### config.mk
export PLATFORM = sky130hd
export DESIGN_NAME = display_scan_controller
export DESIGN_NICKNAME = d
export VERILOG_FILES = /design/src/rtl/display_scan_controller.sv
export SDC_FILE = /design/constraint.sdc
export NUM_CORES = 1
export LEC_CHECK = 0
export ABC_AREA = 1
export CORE_MARGIN = 3
export CORE_UTILIZATION = 41
export DETAILED_ROUTE_END_ITERATION = 7
export PLACE_DENSITY = 0.63
export SLEW_MARGIN = 25
export SYNTH_ARGS = -nofsm -noshare
export SYNTH_HDL_FRONTEND = slang
export SYNTH_SLANG_ARGS = --single-unit
### constraint.sdc
create_clock -name clk -period 1.9 [get_ports clk]
set_clock_uncertainty 0.2 [all_clocks]
set_input_delay 0.57 -clock clk [delete_from_list [all_inputs] [get_ports clk]]
set_output_delay 0.57 -clock clk [all_outputs]
set_load 0.02 [all_outputs]
### src/rtl/display_scan_controller.sv
// Time-multiplexed scan controller for a 4-digit seven-segment decoder stage.
// Display content is snapshotted once per frame so no digit changes mid-scan.
module display_scan_controller #(
  parameter int unsigned REFRESH_DIV  = 100000,
  parameter int unsigned BLINK_FRAMES = 125
) (
  input  logic        clk,
  input  logic        reset,
  input  logic [15:0] digits,
  input  logic [3:0]  dp_mask,
  input  logic [3:0]  blink_mask,
  input  logic        blank_lead,
  output logic [3:0]  x,
  output logic [1:0]  sw,
  output logic        dec,
  output logic        enable,
  output logic        frame_start
);

  localparam int unsigned TICK_W = (REFRESH_DIV > 1) ? $clog2(REFRESH_DIV) : 1;
  localparam int unsigned FCNT_W = (BLINK_FRAMES > 1) ? $clog2(BLINK_FRAMES) : 1;
  localparam logic [TICK_W-1:0] TICK_LAST = TICK_W'(REFRESH_DIV - 1);
  localparam logic [FCNT_W-1:0] FCNT_LAST = FCNT_W'(BLINK_FRAMES - 1);

  logic [TICK_W-1:0] tick;
  logic [1:0]        sel;
  logic [FCNT_W-1:0] fcnt;
  logic              blink_phase;
  logic              load_pending;
  logic [15:0]       sh_digits;
  logic [3:0]        sh_dp;
  logic [3:0]        sh_blink;
  logic              sh_blank_lead;

  logic step_c;
  logic frame_wrap_c;

  assign step_c       = (tick == TICK_LAST);
  assign frame_wrap_c = step_c && (sel == 2'd3);

  // Slot/frame sequencing and per-frame snapshot of display content
  always_ff @(posedge clk or posedge reset) begin
    if (reset) begin
      tick          <= '0;
      sel           <= '0;
      fcnt          <= '0;
      blink_phase   <= 1'b0;
      load_pending  <= 1'b1;
      frame_start   <= 1'b0;
      sh_digits     <= '0;
      sh_dp         <= '0;
      sh_blink      <= '0;
      sh_blank_lead <= 1'b0;
    end else if (load_pending) begin
      // First edge after reset: capture content, keep tick parked at slot 0 start
      load_pending  <= 1'b0;
      frame_start   <= 1'b1;
      sh_digits     <= digits;
      sh_dp         <= dp_mask;
      sh_blink      <= blink_mask;
      sh_blank_lead <= blank_lead;
    end else begin
      frame_start <= frame_wrap_c;
      if (step_c) begin
        tick <= '0;
        sel  <= sel + 2'd1;
      end else begin
        tick <= tick + TICK_W'(1);
      end
      if (frame_wrap_c) begin
        sh_digits     <= digits;
        sh_dp         <= dp_mask;
        sh_blink      <= blink_mask;
        sh_blank_lead <= blank_lead;
        if (fcnt == FCNT_LAST) begin
          fcnt        <= '0;
          blink_phase <= ~blink_phase;
        end else begin
          fcnt <= fcnt + FCNT_W'(1);
        end
      end
    end
  end

  // Per-slot decoder drive, derived only from registered state
  always_comb begin
    x = sh_digits[3:0];
    unique case (sel)
      2'd0: x = sh_digits[3:0];
      2'd1: x = sh_digits[7:4];
      2'd2: x = sh_digits[11:8];
      2'd3: x = sh_digits[15:12];
      default: x = sh_digits[3:0];
    endcase
    sw     = sel;
    dec    = ~sh_dp[sel];
    enable = 1'b1;
    if (load_pending) begin
      enable = 1'b0;
    end else if (blink_phase && sh_blink[sel]) begin
      enable = 1'b0;
    end else if (sh_blank_lead && (sel == 2'd3) && (sh_digits[15:12] == 4'd0)) begin
      enable = 1'b0;
    end
  end

endmodule

; ---- After elaboration in Yosys (flattened, before gate mapping)
; Cells that the tools add are included.
[totals]
ff_bits = 54
input_bits = 27
out_inout_bits = 9
elab_cells = 51
[op_classes]
add_sub_neg = 3
order_cmp = 1
eq_ne = 5
muxes = 19
bitwise = 3
reduce_logical = 10
[op_table]
columns = op, n
row1 = two-way mux 16 bit, 2
row2 = adder 17 x 1 -> 17 bit (second input constant), 1
row3 = == test 17 bit (second input constant), 1
row4 = two-way mux 17 bit, 1
row5 = two-way mux 4 bit, 4
row6 = case mux 4 bit (4 select lines), 1
row7 = two-way mux 1 bit, 8
row8 = adder 7 x 1 -> 7 bit (second input constant), 1
row9 = == test 7 bit (second input constant), 1
row10 = two-way mux 7 bit, 1
row11 = binary-select mux 1 bit (select 2 bit), 2
row12 = == test 2 bit (second input constant), 2
row13 = logical AND 1 bit, 4
row14 = logical NOT 4 bit, 1
row15 = AND reduction 2 bit, 2
row16 = less-than comparator 2 x 3 -> 1 bit (second input constant), 1
row17 = NOT 1 bit, 3
row18 = AND reduction 3 bit, 1
row19 = adder 2 x 1 -> 2 bit (second input constant), 1
row20 = == test 2 x 1 -> 1 bit (second input constant), 1
row21 = logical NOT 2 bit, 1
row22 = nonzero test 2 bit, 1

; ---- Longest topological paths before layout
[logic_depth]
word_depth = 6
depth_mapped = 10

; ---- Worst setup path before layout
; No wires, ideal clock.
[synth_timing]
path_type = register -> output
start = reg sel[0] (netlist: sw[0])
end = out x[1]
arrival_time_ps = 1643
t_required_ps = 1130
path_slack_ps = -513
path_stages_with_launch = 7
path_buffers = 1
cell_sequence = dfrtp_1 > ha_1 > buf_2 > inv_1 > o21ai_0 > a21oi_1 > o21ai_0
[synth_between]
elab_chain_len = 2
word_cells_on_any_way = 5
cone_classes = eq/ne (3) / mux (1) / reduce/logical (1)
[synth_rtl]
columns = item, line_no
row1 = "start, declared", 26  ; logic [1:0] sel;
row2 = "start signal, assigned", 66  ; sel <= sel + 2'd1;
row3 = == test 2 bit (tied with other cells), 88  ; unique case (sel)
row4 = case mux 4 bit (4 select lines) (*), 88
row5 = "end, declared", 13  ; output logic [3:0] x,
; Mark *: on every way between the ends. The rest lies on a longest branch, timed or not.

; ---- Final worst setup path
[layout_timing]
start = reg sel[1] (netlist: sw[1])
end = out enable
[layout_between]
elab_chain_len = 6
word_cells_on_any_way = 9
cone_classes = eq/ne (1) / mux (5) / reduce/logical (3)
[layout_rtl]
columns = item, line_no
row1 = == test 2 bit, 102  ; end else if (sh_blank_lead && (sel == 2'd3) && (sh_digits[15:12] == 4'd0)) begin
row2 = logical AND 1 bit (2 in series), 102
row3 = two-way mux 1 bit, 102
row4 = two-way mux 1 bit (*), 100  ; end else if (blink_phase && sh_blink[sel]) begin
row5 = two-way mux 1 bit (*), 98  ; if (load_pending) begin
row6 = "end, declared", 16  ; output logic enable,
; Mark *: on every way between the ends. The rest lies on a longest branch, timed or not. The select of a mux whose other input is x is not followed.

==> impl_metrics.ini <==
[yosys]
synth_nets = 435
ys_ff_latch = 54
ys_seq_area_share_pct = 45.1
synth_area_per_cell_um2 = 7.47
synthesis.area_um2 = 3000
postSynthCellCount = 401
yosysUniqueCellTypes = 30
ys_warn_count = 0

[worst_setup_path]
slowest_delay_ns = 0.49
worstPathRequired_ns = 1.13
critPathKind = reg -> out
ff2ff_setup_slack_ns = 0.11
worstSetupEndpointType = output port
cp.arrival_ns = 1.60
cp_slowest_cell = dfrtp_2
path_cells = inv_4 -> buf_6 -> nor2_1 -> o21ai_1 -> a21oi_2 -> nor3_2 -> buf_4
cp-start-kind = flop
worstPathMaxFanout = 4

[die]
die-area_um2 = 8370
io_pins = 36
die_w_um = 91.5
initial_core_util_pct = 43.2
die_y_um = 91.5
rows = 30
core_um2 = 6940

[clocking]
cts_root_buffer = clkbuf_8
clock_latency_ns = 0.31
cts_buffers = 5
cts_max_level = 2
cts_tree = done
cts.sinks = 54
cts.path.max_buffers = 2
cts.clk_slew.worst_paths_ns = 0.10

[placement]
pre_cts_ws_ns = -0.591
gp_congestion = 0.839
portBuffers = 35
dp_hpwl_um = 5170

[power]
p_leak_nw = 1.90
power_density_nw_per_um2 = 674
ir_drop_mv = 0.402

[drt]
wl_per_cell_um = 13.2
drt-pass1-iter-count = 5
drc = 0
routed_wl_um = 7430
ant_nets = 0
avgViaCountPerCell = 4.88
vias = 2759
drt_iter0_drc = 95

[timing]
rsz0062_at_grt = true
hold_viol_final = 0
fmax_mhz = 423
timing.final.crit_share_pct = 124
setup_ws_ns = -0.465
period_needed_ns = 2.37
drv_slew = 0
finalSetupViolations = 7

[grt]
grt_overflow = 0
grt_antenna_before_repair = 0
grt_pass1_vias = 2748
grt_start_max_net_pins = 55
grt_pass1_wl_um = 12600
grt_usage_pct = 18.3

[flow_run]
drv_cap = 0

[status]
status = complete, but fails checks
violations = setup timing

[final_layout]
syn_to_final_growth_pct = 33.4
drive_gt1_share_pct = 21.3
diodes = 0
final_nets = 502
fin_util_pct = 57.6

[worst_hold_path]
holdCritPathClass = reg -> reg
## routing by layer
layer	part of all wire (%)	up-vias	global-route usage [%]
met1	48	1308	24.8
met2	48	36	30.1
met5	0	-	0
met3	3.1	7	3.15
li1	-	1408	-
met4	0.92	0	4.90
## layout by cell type (no fill, tap or decap), types with 2 or more instances in the layout
master           count
a21oi_1              7
a21oi_2              6
buf_4               31
buf_6               11
clkbuf_8             5
clkdlybuf4s50_1     26
clkinvlp_4           2
dfrtp_1             51
dfrtp_2              2
ha_1                 2
ha_4                 5
inv_1               33
inv_2                6
inv_4                3
nand2_1            125
nand2_2              4
nand3_1             53
nand3_4              2
nand3b_1             2
nand4_1              5
nor2_1              39
nor2_4               4
nor3_1               5
o21ai_0             10
o21ai_1              2
o21ai_2              3
or2_2                3
xnor2_1              2
xor2_1               3
## through the flow
| stage | instance area [µm²] | total power (W) | std cells | TNS [ns] | hold WS, ns |
|---|---|---|---|---|---|
| floorplan | 3090 | 0.00167 | 401 | -0.383 | 0.249 |
| global placement | 3710 | 0.00187 | 549 | -3.10 | 0.265 |
| detailed placement | 3710 | 0.00188 | 549 | -3.30 | 0.270 |
| CTS | 3850 | 0.00267 | 558 | -2.54 | 0.297 |
| global route | 4000 | 0.00284 | 565 | -2.95 | 0.337 |
| finish | 4000 | 0.00269 | 565 | -2.41 | 0.293 |
## layout make-up
class / instances / area (µm²)
Clock buffer: 6 / 72.6
Clock inverter: 2 / 37.5
Fill cell: 664 / 2950
Inverter: 43 / 173
Multi-Input combinational cell: 293 / 1590
Sequential cell: 54 / 1360
Tap cell: 96 / 120
Timing Repair Buffer: 71 / 651
## flip-flops by register name (all words and copies together), names as in the netlist
name           cells
tick              17
sw                 2
sh_blink           4
sh_dp              4
load_pending       1
sh_blank_lead      1
fcnt               7
blink_phase        1
frame_start        1
sh_digits         16
## logic make-up (layout without fill, tap and decap cells)
logic type                 count (synthesis)  count (layout)  synth area share [%]
adders and majority gates                  7               7                  2.92
DFF                                       54              54                  45.1
AOI/OAI and AO/OA                         33              33                  5.97
buffers and inverters                     54             122                  7.56
and+or+nand+nor                          247             247                  36.8
xor gates and xnor gates                   5               5                  1.46
other                                      1               1                 0.125
## power by group
| group | total (W) | internal (W) | switching (W) |
|---|---|---|---|
| Combinational | 0.000539 | 0.000251 | 0.000287 |
| Sequential | 0.00136 | 0.00126 | 0.000104 |
| Clock | 0.000791 | 0.000394 | 0.000397 |
## worst max-delay path, delay by kind of cell, from the launching register on
| family | cells | cell delay, ns |
|---|---|---|
| flip-flops | 1 | 0.49 |
| buffers and inverters | 3 | 0.39 |
| AND/OR/NAND/NOR | 2 | 0.21 |
| AO/OA/AOI/OAI | 2 | 0.20 |
## timing repair
item / CTS / global route
pin swaps: 3 / 11
gates resized for setup: 52 / 25
hold endpoints to repair: 0 / 0
endpoints found under the setup margin: 9 / 23
hold buffers: 0 / 0
gates cloned: 0 / 0
setup buffers: 1 / 7
## final timing paths
check,to,startpoint,depth (start not counted)
setup / recovery,enable,sw[1],7
hold / removal,blink_phase,blink_phase,2
setup reg to reg,sh_blink[0],tick[8],9
hold reg to reg,blink_phase,blink_phase,2
max in group asynchronous,load_pending,reset,3
min in group asynchronous,fcnt[3],reset,3
## Yosys cell counts, drive strengths merged
master / n / area, µm²
a21oi: 13 / 65.1
a31oi: 1 / 6.26
a32o: 1 / 10.0
a32oi: 2 / 17.5
buf: 10 / 61.3
clkbuf: 1 / 3.75
conb: 1 / 3.75
dfrtp: 53 / 1330
dfstp: 1 / 26.3
ha: 7 / 87.6
inv: 43 / 161
nand2: 130 / 498
nand3: 55 / 300
nand3b: 2 / 15.0
nand4: 5 / 31.3
nor2: 44 / 188
nor3: 7 / 46.3
nor4: 1 / 6.26
o21ai: 16 / 80.1
or2: 3 / 18.8
xnor2: 2 / 17.5
xor2: 3 / 26.3
(Power assumes the default switching activity.)
